===== config.mk =====
export PLATFORM = sky130hd
export DESIGN_NAME = noc_pkt_gen
export DESIGN_NICKNAME = d
export VERILOG_FILES = /design/src/rtl/router_pkg.sv /design/src/rtl/tg_lfsr16.sv /design/src/rtl/noc_pkt_gen.sv
export SDC_FILE = /design/constraint.sdc
export NUM_CORES = 1
export LEC_CHECK = 0
export CORE_MARGIN = 1
export CORE_UTILIZATION = 50
export DETAILED_ROUTE_END_ITERATION = 6
export PLACE_DENSITY_LB_ADDON = 0.15
export SYNTH_ARGS = -nofsm -noshare
export SYNTH_HDL_FRONTEND = slang
export SYNTH_SLANG_ARGS = --single-unit

===== constraint.sdc =====
create_clock -name clk -period 4.6 [get_ports clk]
set_input_delay 0.46 -clock clk [delete_from_list [all_inputs] [get_ports clk]]
set_output_delay 0.46 -clock clk [all_outputs]
set_load 0.05 [all_outputs]

===== src/rtl/router_pkg.sv =====
// Shared types and flit helpers for the NoC packet generator.
package router_pkg;

    // Destination sequencing policy; code 3 is reserved and behaves as FIXED.
    typedef enum logic [1:0] {
        GEN_FIXED  = 2'd0,
        GEN_INCR   = 2'd1,
        GEN_RANDOM = 2'd2,
        GEN_RSVD   = 2'd3
    } GEN_MODE_t;

    typedef enum logic [1:0] {
        NONE_FLIT = 2'd0,
        HEAD_FLIT = 2'd1,
        BODY_FLIT = 2'd2,
        TAIL_FLIT = 2'd3
    } flit_type_t;

    typedef enum logic [2:0] {
        S_IDLE = 3'd0,
        S_HEAD = 3'd1,
        S_BODY = 3'd2,
        S_TAIL = 3'd3,
        S_GAP  = 3'd4
    } gen_state_t;

    typedef struct packed {
        flit_type_t  flit_type;
        logic [7:0]  xaddr;
        logic [7:0]  yaddr;
        logic [31:0] data;
        logic [31:0] reserved;
    } FLIT_t;

    // Fibonacci taps 16,14,13,11 expressed as bit positions 15,13,12,10.
    localparam logic [15:0] LFSR_TAPS = 16'hB400;

    function automatic logic [15:0] lfsr_next(input logic [15:0] v);
        return {v[14:0], ^(v & LFSR_TAPS)};
    endfunction

    function automatic FLIT_t make_head(input logic [7:0] x, input logic [7:0] y);
        FLIT_t f;
        f           = '0;
        f.flit_type = HEAD_FLIT;
        f.xaddr     = x;
        f.yaddr     = y;
        return f;
    endfunction

    // Body payload carries the packet number and the flit index within the packet.
    function automatic FLIT_t make_body(input logic [7:0] pkt, input logic [7:0] k);
        FLIT_t f;
        f           = '0;
        f.flit_type = BODY_FLIT;
        f.data      = {16'h0000, pkt, k};
        return f;
    endfunction

    function automatic FLIT_t make_tail(input logic [15:0] pkt);
        FLIT_t f;
        f           = '0;
        f.flit_type = TAIL_FLIT;
        f.reserved  = {16'h0000, pkt};
        return f;
    endfunction

endpackage


===== src/rtl/tg_lfsr16.sv =====
// 16-bit Fibonacci LFSR used to pick random destinations.
module tg_lfsr16
    import router_pkg::*;
#(
    parameter logic [15:0] SEED = 16'hACE1
) (
    input  logic        clk,
    input  logic        reset_n,
    input  logic        i_step,
    output logic [15:0] o_value
);

    logic [15:0] r_value;

    // Advance one position per step request; only a reset reloads the seed.
    always_ff @(posedge clk or negedge reset_n) begin
        if (!reset_n) begin
            r_value <= SEED;
        end else if (i_step) begin
            r_value <= lfsr_next(r_value);
        end
    end

    assign o_value = r_value;

endmodule


===== src/rtl/noc_pkt_gen.sv =====
// NoC traffic generator: emits head/body/tail packets with programmable
// destination policy, packet count and inter-packet gap.
module noc_pkt_gen
    import router_pkg::*;
#(
    parameter int          MAX_BODY  = 8,
    parameter int          X_DIM     = 4,
    parameter int          Y_DIM     = 4,
    parameter logic [15:0] LFSR_SEED = 16'hACE1
) (
    input  logic                           clk,
    input  logic                           reset_n,
    input  logic                           i_start,
    input  logic                           i_stop,
    input  logic [1:0]                     i_mode,
    input  logic [7:0]                     i_dest_x,
    input  logic [7:0]                     i_dest_y,
    input  logic [$clog2(MAX_BODY+1)-1:0]  i_body_len,
    input  logic [15:0]                    i_num_pkts,
    input  logic [7:0]                     i_gap,
    output FLIT_t                          o_flit,
    output logic                           o_valid,
    input  logic                           i_ready,
    output logic                           o_busy,
    output logic [15:0]                    o_pkt_count,
    output logic                           o_done
);

    localparam int         LEN_W  = $clog2(MAX_BODY + 1);
    localparam logic [7:0] X_MASK = 8'(X_DIM - 1);
    localparam logic [7:0] Y_MASK = 8'(Y_DIM - 1);

    gen_state_t   r_state;
    GEN_MODE_t    r_mode;
    logic [7:0]   r_dest_x;
    logic [7:0]   r_dest_y;
    logic [LEN_W-1:0] r_len;
    logic [LEN_W-1:0] r_k;
    logic [15:0]  r_num;
    logic [7:0]   r_gap;
    logic [7:0]   r_gap_cnt;
    logic         r_stop_pend;

    logic [15:0]  w_lfsr;
    logic [15:0]  w_lfsr_nxt;
    logic         w_xfer;
    logic         w_lfsr_step;
    logic         w_stop;
    logic         w_last;
    GEN_MODE_t    w_start_mode;
    logic [LEN_W-1:0] w_start_len;
    logic [7:0]   w_start_x;
    logic [7:0]   w_start_y;
    logic [7:0]   w_adv_x;
    logic [7:0]   w_adv_y;

    tg_lfsr16 #(
        .SEED    (LFSR_SEED)
    ) u_lfsr (
        .clk     (clk),
        .reset_n (reset_n),
        .i_step  (w_lfsr_step),
        .o_value (w_lfsr)
    );

    assign w_lfsr_nxt   = lfsr_next(w_lfsr);
    assign w_xfer       = o_valid & i_ready;
    assign w_lfsr_step  = (r_state == S_TAIL) & w_xfer & (r_mode == GEN_RANDOM);
    assign w_stop       = r_stop_pend | i_stop;
    assign w_last       = ((r_num != 16'd0) && ((o_pkt_count + 16'd1) == r_num)) || w_stop;
    assign w_start_mode = GEN_MODE_t'(i_mode);
    assign w_start_len  = (i_body_len > LEN_W'(MAX_BODY)) ? LEN_W'(MAX_BODY) : i_body_len;
    assign w_start_x    = (w_start_mode == GEN_RANDOM) ? (w_lfsr[7:0] & X_MASK)  : i_dest_x;
    assign w_start_y    = (w_start_mode == GEN_RANDOM) ? (w_lfsr[15:8] & Y_MASK) : i_dest_y;

    // Destination for the packet after the current one; in RANDOM mode it is
    // taken from the LFSR value that the tail handshake is about to load.
    always_comb begin
        w_adv_x = r_dest_x;
        w_adv_y = r_dest_y;
        case (r_mode)
            GEN_INCR: begin
                if (r_dest_x == X_MASK) begin
                    w_adv_x = 8'd0;
                    w_adv_y = (r_dest_y + 8'd1) & Y_MASK;
                end else begin
                    w_adv_x = r_dest_x + 8'd1;
                end
            end
            GEN_RANDOM: begin
                w_adv_x = w_lfsr_nxt[7:0]  & X_MASK;
                w_adv_y = w_lfsr_nxt[15:8] & Y_MASK;
            end
            default: ;
        endcase
    end

    // Packet sequencer with registered flit, valid, busy, count and done.
    always_ff @(posedge clk or negedge reset_n) begin
        if (!reset_n) begin
            r_state     <= S_IDLE;
            r_mode      <= GEN_FIXED;
            r_dest_x    <= 8'd0;
            r_dest_y    <= 8'd0;
            r_len       <= '0;
            r_k         <= '0;
            r_num       <= 16'd0;
            r_gap       <= 8'd0;
            r_gap_cnt   <= 8'd0;
            r_stop_pend <= 1'b0;
            o_flit      <= '0;
            o_valid     <= 1'b0;
            o_busy      <= 1'b0;
            o_pkt_count <= 16'd0;
            o_done      <= 1'b0;
        end else begin
            o_done <= 1'b0;
            if ((r_state != S_IDLE) && i_stop) begin
                r_stop_pend <= 1'b1;
            end
            case (r_state)
                S_IDLE: begin
                    if (i_start) begin
                        r_mode      <= w_start_mode;
                        r_dest_x    <= w_start_x;
                        r_dest_y    <= w_start_y;
                        r_len       <= w_start_len;
                        r_num       <= i_num_pkts;
                        r_gap       <= i_gap;
                        r_stop_pend <= 1'b0;
                        o_pkt_count <= 16'd0;
                        o_busy      <= 1'b1;
                        o_valid     <= 1'b1;
                        o_flit      <= make_head(w_start_x, w_start_y);
                        r_state     <= S_HEAD;
                    end
                end
                S_HEAD: begin
                    if (w_xfer) begin
                        if (r_len == '0) begin
                            o_flit  <= make_tail(o_pkt_count);
                            r_state <= S_TAIL;
                        end else begin
                            r_k     <= '0;
                            o_flit  <= make_body(o_pkt_count[7:0], 8'd0);
                            r_state <= S_BODY;
                        end
                    end
                end
                S_BODY: begin
                    if (w_xfer) begin
                        if ((r_k + LEN_W'(1)) == r_len) begin
                            o_flit  <= make_tail(o_pkt_count);
                            r_state <= S_TAIL;
                        end else begin
                            r_k    <= r_k + LEN_W'(1);
                            o_flit <= make_body(o_pkt_count[7:0], 8'(r_k + LEN_W'(1)));
                        end
                    end
                end
                S_TAIL: begin
                    if (w_xfer) begin
                        o_pkt_count <= o_pkt_count + 16'd1;
                        r_dest_x    <= w_adv_x;
                        r_dest_y    <= w_adv_y;
                        if (w_last) begin
                            o_valid     <= 1'b0;
                            o_flit      <= '0;
                            o_busy      <= 1'b0;
                            o_done      <= 1'b1;
                            r_stop_pend <= 1'b0;
                            r_state     <= S_IDLE;
                        end else if (r_gap == 8'd0) begin
                            o_flit  <= make_head(w_adv_x, w_adv_y);
                            r_state <= S_HEAD;
                        end else begin
                            o_valid   <= 1'b0;
                            o_flit    <= '0;
                            r_gap_cnt <= r_gap;
                            r_state   <= S_GAP;
                        end
                    end
                end
                S_GAP: begin
                    if (w_stop) begin
                        o_busy      <= 1'b0;
                        o_done      <= 1'b1;
                        r_stop_pend <= 1'b0;
                        r_state     <= S_IDLE;
                    end else if (r_gap_cnt == 8'd1) begin
                        o_valid <= 1'b1;
                        o_flit  <= make_head(r_dest_x, r_dest_y);
                        r_state <= S_HEAD;
                    end else begin
                        r_gap_cnt <= r_gap_cnt - 8'd1;
                    end
                end
                default: r_state <= S_IDLE;
            endcase
        end
    end

endmodule


# --- Word-level counts from Yosys, hierarchy flattened ---
# Index checks and enable logic that the tools add are counted.
totals:
  register_bits: 179
  in_bits: 51
op_classes:
  n_addsub: 6
  magnitude_cmp: 1
  n_eq_ne: 27
  n_mux: 70
  n_bitwise: 4
  reduce_logical: 22
ops:
  columns: ["operator", "count"]
  rows:
  - ["two-way mux 82 bit", 6]
  - ["one-hot mux 82 bit (5 select lines)", 1]
  - ["two-way mux 81 bit", 4]
  - ["two-way mux 8 bit", 13]
  - ["one-hot mux 8 bit (2 select lines)", 5]
  - ["two-way mux 16 bit", 2]
  - ["one-hot mux 16 bit (2 select lines)", 1]
  - ["!= test 2 bit, second input constant", 14]
  - ["two-way mux 3 bit", 9]
  - ["two-way mux 4 bit", 5]
  - ["two-way mux 1 bit", 18]
  - ["AND reduction 6 bit", 3]
  - ["adder 16 x 1 -> 16 bit, second input constant", 1]
  - ["== test 16 bit", 1]
  - ["nonzero test 16 bit", 1]
  - ["XOR reduction 16 bit", 1]
  - ["one-hot mux 3 bit (5 select lines)", 1]
  - ["AND reduction 5 bit", 2]
  - ["one-hot mux 1 bit (3 select lines)", 3]
  - ["adder 8 x 1 -> 8 bit, second input constant", 1]
  - ["== test 8 x 1 -> 1 bit, second input constant", 1]
  - ["== test 8 x 2 -> 1 bit, second input constant", 1]
  - ["zero test 8 bit", 1]
  - ["one-hot mux 4 bit (2 select lines)", 1]
  - ["other kinds (25)", 34]

# --- Longest topological paths before layout ---
depth:
  depth_word: 7
  mapped_depth: 10
  ltp_nobuf: 9

# --- Hierarchy ---
# A second synthesis with hierarchy kept.
unflattened:
  cells_unflattened: 876
  area_unflattened_um2: 8085.3
modules_own_cells:
  columns: ["mod", "n_inst", "cells_each", "area_per_inst_um2"]
  rows:
  - ["noc_pkt_gen", 1, 838, 7409.6]
  - ["tg_lfsr16", 1, 38, 675.6]

# --- Worst setup path before layout ---
# OpenSTA, ideal clock, no wires.
synth_timing:
  path_kind: "register -> register"
  startpoint: "register o_pkt_count[1]"
  endpoint: "register r_gap_cnt[1]"
  setup_time_ns: 0.125
  arrival_time_ns: 2.748
  required_ns: 4.475
  setup_slack_ns: 1.727
  path_stages_with_launch: 9
  synth_period_minus_slack_ns: 2.873
  path_cell_list: "dfrtp_1 -> ha_1 -> nand4_2 -> nor2_2 -> a311oi_1 -> a2111oi_2 -> nand4_4 -> a21oi_4 -> mux2_4"
synth_between:
  elab_chain_cells: 6
synth_lines:
  columns: ["item", "line_no", "text"]
  rows:
  - ["from (decl)", "noc_pkt_gen.sv:25", "output logic [15:0] o_pkt_count,"]
  - ["from (signal assigned)", "noc_pkt_gen.sv:163", "o_pkt_count <= o_pkt_count + 16'd1;"]
  - ["adder 16 x 1 -> 16 bit", "noc_pkt_gen.sv:70", "assign w_last = ((r_num != 16'd0) && ((o_pkt_count + 16'd1) == r_num)) || w_stop;"]
  - ["== test 16 bit", "noc_pkt_gen.sv:70", null]
  - ["logical AND 1 bit", "noc_pkt_gen.sv:70", null]
  - ["logical OR 1 bit", "noc_pkt_gen.sv:70", null]
  - ["!= test 2 bit (no source line)", null, null]
  - ["AND reduction 6 bit (no source line)", null, null]
  - ["to (signal assigned)", "noc_pkt_gen.sv:179", "r_gap_cnt <= r_gap;"]
  - ["to (signal assigned)", "noc_pkt_gen.sv:195", "r_gap_cnt <= r_gap_cnt - 8'd1;"]
  - ["to (decl)", "noc_pkt_gen.sv:41", "logic [7:0] r_gap_cnt;"]
# Every way passes these cells.
# A chain may end at the register's enable or synchronous reset.

# --- Worst setup path in the final report ---
layout_timing:
  startpoint: "register o_pkt_count[0]"
  endpoint: "register r_gap_cnt[1]"
# Same word-level chain as after synthesis.

==> results.md <==
- Outcome: complete, no violations
- Max Transition Viols Final: 0
- Gate Count Post-Synth: 844
- Number of antenna diodes: 0
- Number of distinct standard cells referenced by the synthesized netlist: 75
- Area taken by flip-flops and latches: 3610 um^2
- Sinks on the clock net: 144
- I/O pin total: 152
- Die Ht: 127 um
- Data arrival time of the critical path: 3480 ps
- Maximum number of pins on one net before global-route repair: 108
- Source of the worst register-to-register timing path: o_pkt_count[0]
- Endpoint type of the worst setup path: register
- Count of endpoints failing hold in the final timing report: 0
- Type of the tightest min-delay check: in2async
- Area of the core region: 15300 um^2
- Slew @ Worst Pin: 1190 ps
- Met1 usage in global routing: 0.376
- Routed vias/inst: 5.84
- Number of maximum-capacitance violations: 0
- Met2 track demand over resource in global routing: 0.403
- Worst Setup Path Type: reg2reg
- Maximum level of the CTS H-tree: 4
- Routed vias: 6751
- Maximum net fanout on the critical path: 13
- Number of buffers added to fix hold violations after cts: 0
- Synth async-reset ratio: 1.00
- Fraction of final layout cells sized beyond drive strength 1: 0.0889
- Unrepaired setup endpoints after global routing: false
- Worst-skew pair later-pin latency: 420 ps
- DRC Markers: 0
- CTS Root Buffer Type: sky130_fd_sc_hd__clkbuf_16
- Share of the core filled with cells in the final layout: 0.624
- RePlAce Congestion: 0.880
- Clk pin slew, worst setup/hold paths: 60 ps
- Cts repair resizes: 0
- Number of global-route vias before repair: 6400
- Die Area: 16200 um^2
- Overflow left after global routing: 0
- Synthesized flop and latch total: 144
- Portion of the post-synthesis area used by sequential elements: 0.460
- Rel. slew slack: 0.207
- Die extent in x: 127 um
- Row cnt: 45
- Clock tree from TritonCTS: done
- Peak Freq: 315 MHz
- Avg WL per Cell: 17.5 um
- TritonCTS Buffers: 17
- Yosys warns: 0
- First drt pass iteration count: 5
- Clock Path Buffers: 2
- Worst IR drop on VDD: 0.414 mV
- Post-DP HPWL: 13.9 mm
- Combined global-route utilization of all metal layers: 0.260
- Multi-input gate area: 3800 um^2
- Initial standard-cell utilization of the core: 0.515
- Layout overhead on the synthesized area: 21.1%
- Critical Path Start: o_pkt_count[0]
- Share of the clock period used by the worst path after layout: 0.691
- Number of fill cells in the layout: 1297
- DRT iter0 DRCs: 541
- CP startpoint kind: register
- Number of enable flip-flop cells after synthesis: 0
- Final setup violation count: 0
- Accumulated negative setup slack: 0 ps
- Wire length of the first global-routing pass: 33.1 mm
- Final ANT Viol Nets: 0
- Data required time of the critical path: 4900 ps
- Total of buffers placed on input and output ports: 116
- Initial antenna violation count: 0
- Prevailing post-synth register cell: sky130_fd_sc_hd__dfrtp_1
- Netlist area before placement: 7860 um^2
- Number of nets at the end of the flow: 991
- Areal power density over the cells: 626 nW/um^2
- Min Clock Period, post-route: 3180 ps
- Mapped Avg Cell Area: 9.31 um^2
- Global Route met3 Usage: 0.0419
- Post-route clock skew: 8.78 ps
- Buffers inserted during post-CTS setup optimization: 0
- Leakage: 4.15 nW
- Busiest grt layer: met2
- Post-detailed-routing wire length: 20.2 mm
==> layer usage <==
metal | routed length (um) | share of wire | up-vias
li1 | - | - | 3132
met1 | 9430 | 0.47 | 3293
met2 | 9350 | 0.46 | 304
met3 | 1270 | 0.063 | 22
met4 | 179 | 0.0088 | 0
met5 | 0 | 0 | -
==> registers in the layout (all words and copies together) (netlist names), 2 cells and up <==
| signal | flops |
|---|---|
| r_k | 4 |
| r_mode | 2 |
| r_gap_cnt | 8 |
| r_dest_x | 8 |
| r_state | 3 |
| r_gap | 8 |
| r_num | 16 |
| u_lfsr.o_value | 16 |
| r_dest_y | 8 |
| r_len | 4 |
| o_flit | 47 |
| o_pkt_count | 16 |
==> worst paths after layout <==
kind	to	depth (start not counted)	slack, ps
setup / recovery	r_gap_cnt[1]	8	1420
hold / removal	r_gap[2]	1	150
setup reg to reg	r_gap_cnt[1]	8	1420
hold reg to reg	r_dest_y[2]	1	490
max in group asynchronous	u_lfsr.o_value[11]	2	3400
min in group clk	r_dest_y[2]	1	490
==> critical path, stage by stage, from the launching register on <==
cell and delay (ps):
sky130_fd_sc_hd__dfrtp_1 510, sky130_fd_sc_hd__ha_1 340, sky130_fd_sc_hd__nand4_2 220, sky130_fd_sc_hd__nor2_2 230, sky130_fd_sc_hd__a311oi_1 140, sky130_fd_sc_hd__a2111oi_2 530
sky130_fd_sc_hd__nand4_4 360, sky130_fd_sc_hd__a21oi_4 390, sky130_fd_sc_hd__mux2_4 330
==> synth_stat cells, drive strengths merged, types with 7 or more instances <==
cell type | number | area share
o21ai | 67 | 0.043
nor3 | 8 | 0.0051
nand2 | 140 | 0.067
xor2 | 12 | 0.013
xnor2 | 23 | 0.027
dfrtp | 136 | 0.43
clkbuf | 33 | 0.016
a22o | 26 | 0.029
nand4 | 12 | 0.013
inv | 16 | 0.0076
dfstp | 8 | 0.027
a22oi | 7 | 0.0084
mux2 | 17 | 0.025
nor4 | 11 | 0.011
o31ai | 7 | 0.0067
and4 | 7 | 0.0084
nor2 | 45 | 0.022
buf | 56 | 0.049
and3 | 11 | 0.0088
ha | 7 | 0.011
a31oi | 17 | 0.014
nand3 | 41 | 0.026
o211ai | 15 | 0.014
a21oi | 45 | 0.031
==> final cells by class <==
type	instances	area share
Clock buffer	21	0.0484
Clock inverter	10	0.00933
Inverter	17	0.00670
Multi-Input combinational cell	628	0.399
Sequential cell	144	0.380
Tap cell	211	0.0277
Timing Repair Buffer	125	0.129
==> logic make-up (layout without fill, tap and decap cells) <==
logic type                 Yosys count  count (layout)  synth area share
AOI/OAI and AO/OA                  216             216             0.183
xor gates and xnor gates            37              37            0.0457
adders and majority gates            7               7            0.0111
buffers and inverters              106             173            0.0732
DFF                                144             144             0.460
muxes                               23              23            0.0325
other                                1              35          0.000477
and+or+nand+nor                    310             310             0.194
==> through the flow <==
| step | instance area, um^2 | hold slack [ps] | cells | worst slack [ps] | power, mW |
|---|---|---|---|---|---|
| floorplan | 7990 | 164 | 878 | 1730 | 3.90 |
| global placement | 8970 | 467 | 1125 | 1550 | 4.57 |
| detailed placement | 8970 | 482 | 1125 | 1470 | 4.64 |
| CTS | 9520 | 211 | 1156 | 1460 | 5.95 |
| global route | 9520 | 234 | 1156 | 1240 | 6.32 |
| finish | 9520 | 150 | 1156 | 1420 | 5.96 |
==> power by group <==
part,leakage (nW),switching (mW),internal (mW)
registers,1.86,0.423,1.65
logic,2.03,1.65,0.936
clock network,0.261,0.530,0.765
total,4.15,2.61,3.35
==> layout by cell type, fill, tap and decap left out, drive strengths merged, types with 6 or more instances in the layout <==
cell and n:
nor2b 6, nor3 8, nand4 12, xnor2 23, and4 7, dfstp 8, and3 11, a21oi 45
mux2i 6, a31oi 17, nand3 41, clkdlybuf4s50 115, xor2 12, nor2 45, a32o 6, a22o 26
a22oi 7, ha 7, clkinv 6, o21ai 67, mux2 17, dfrtp 136, nand2 140, nor4 11
o211ai 15, conb 35, inv 16, clkbuf 21, buf 10, o31ai 7
Note: power is estimated with default switching activity, not from simulation.
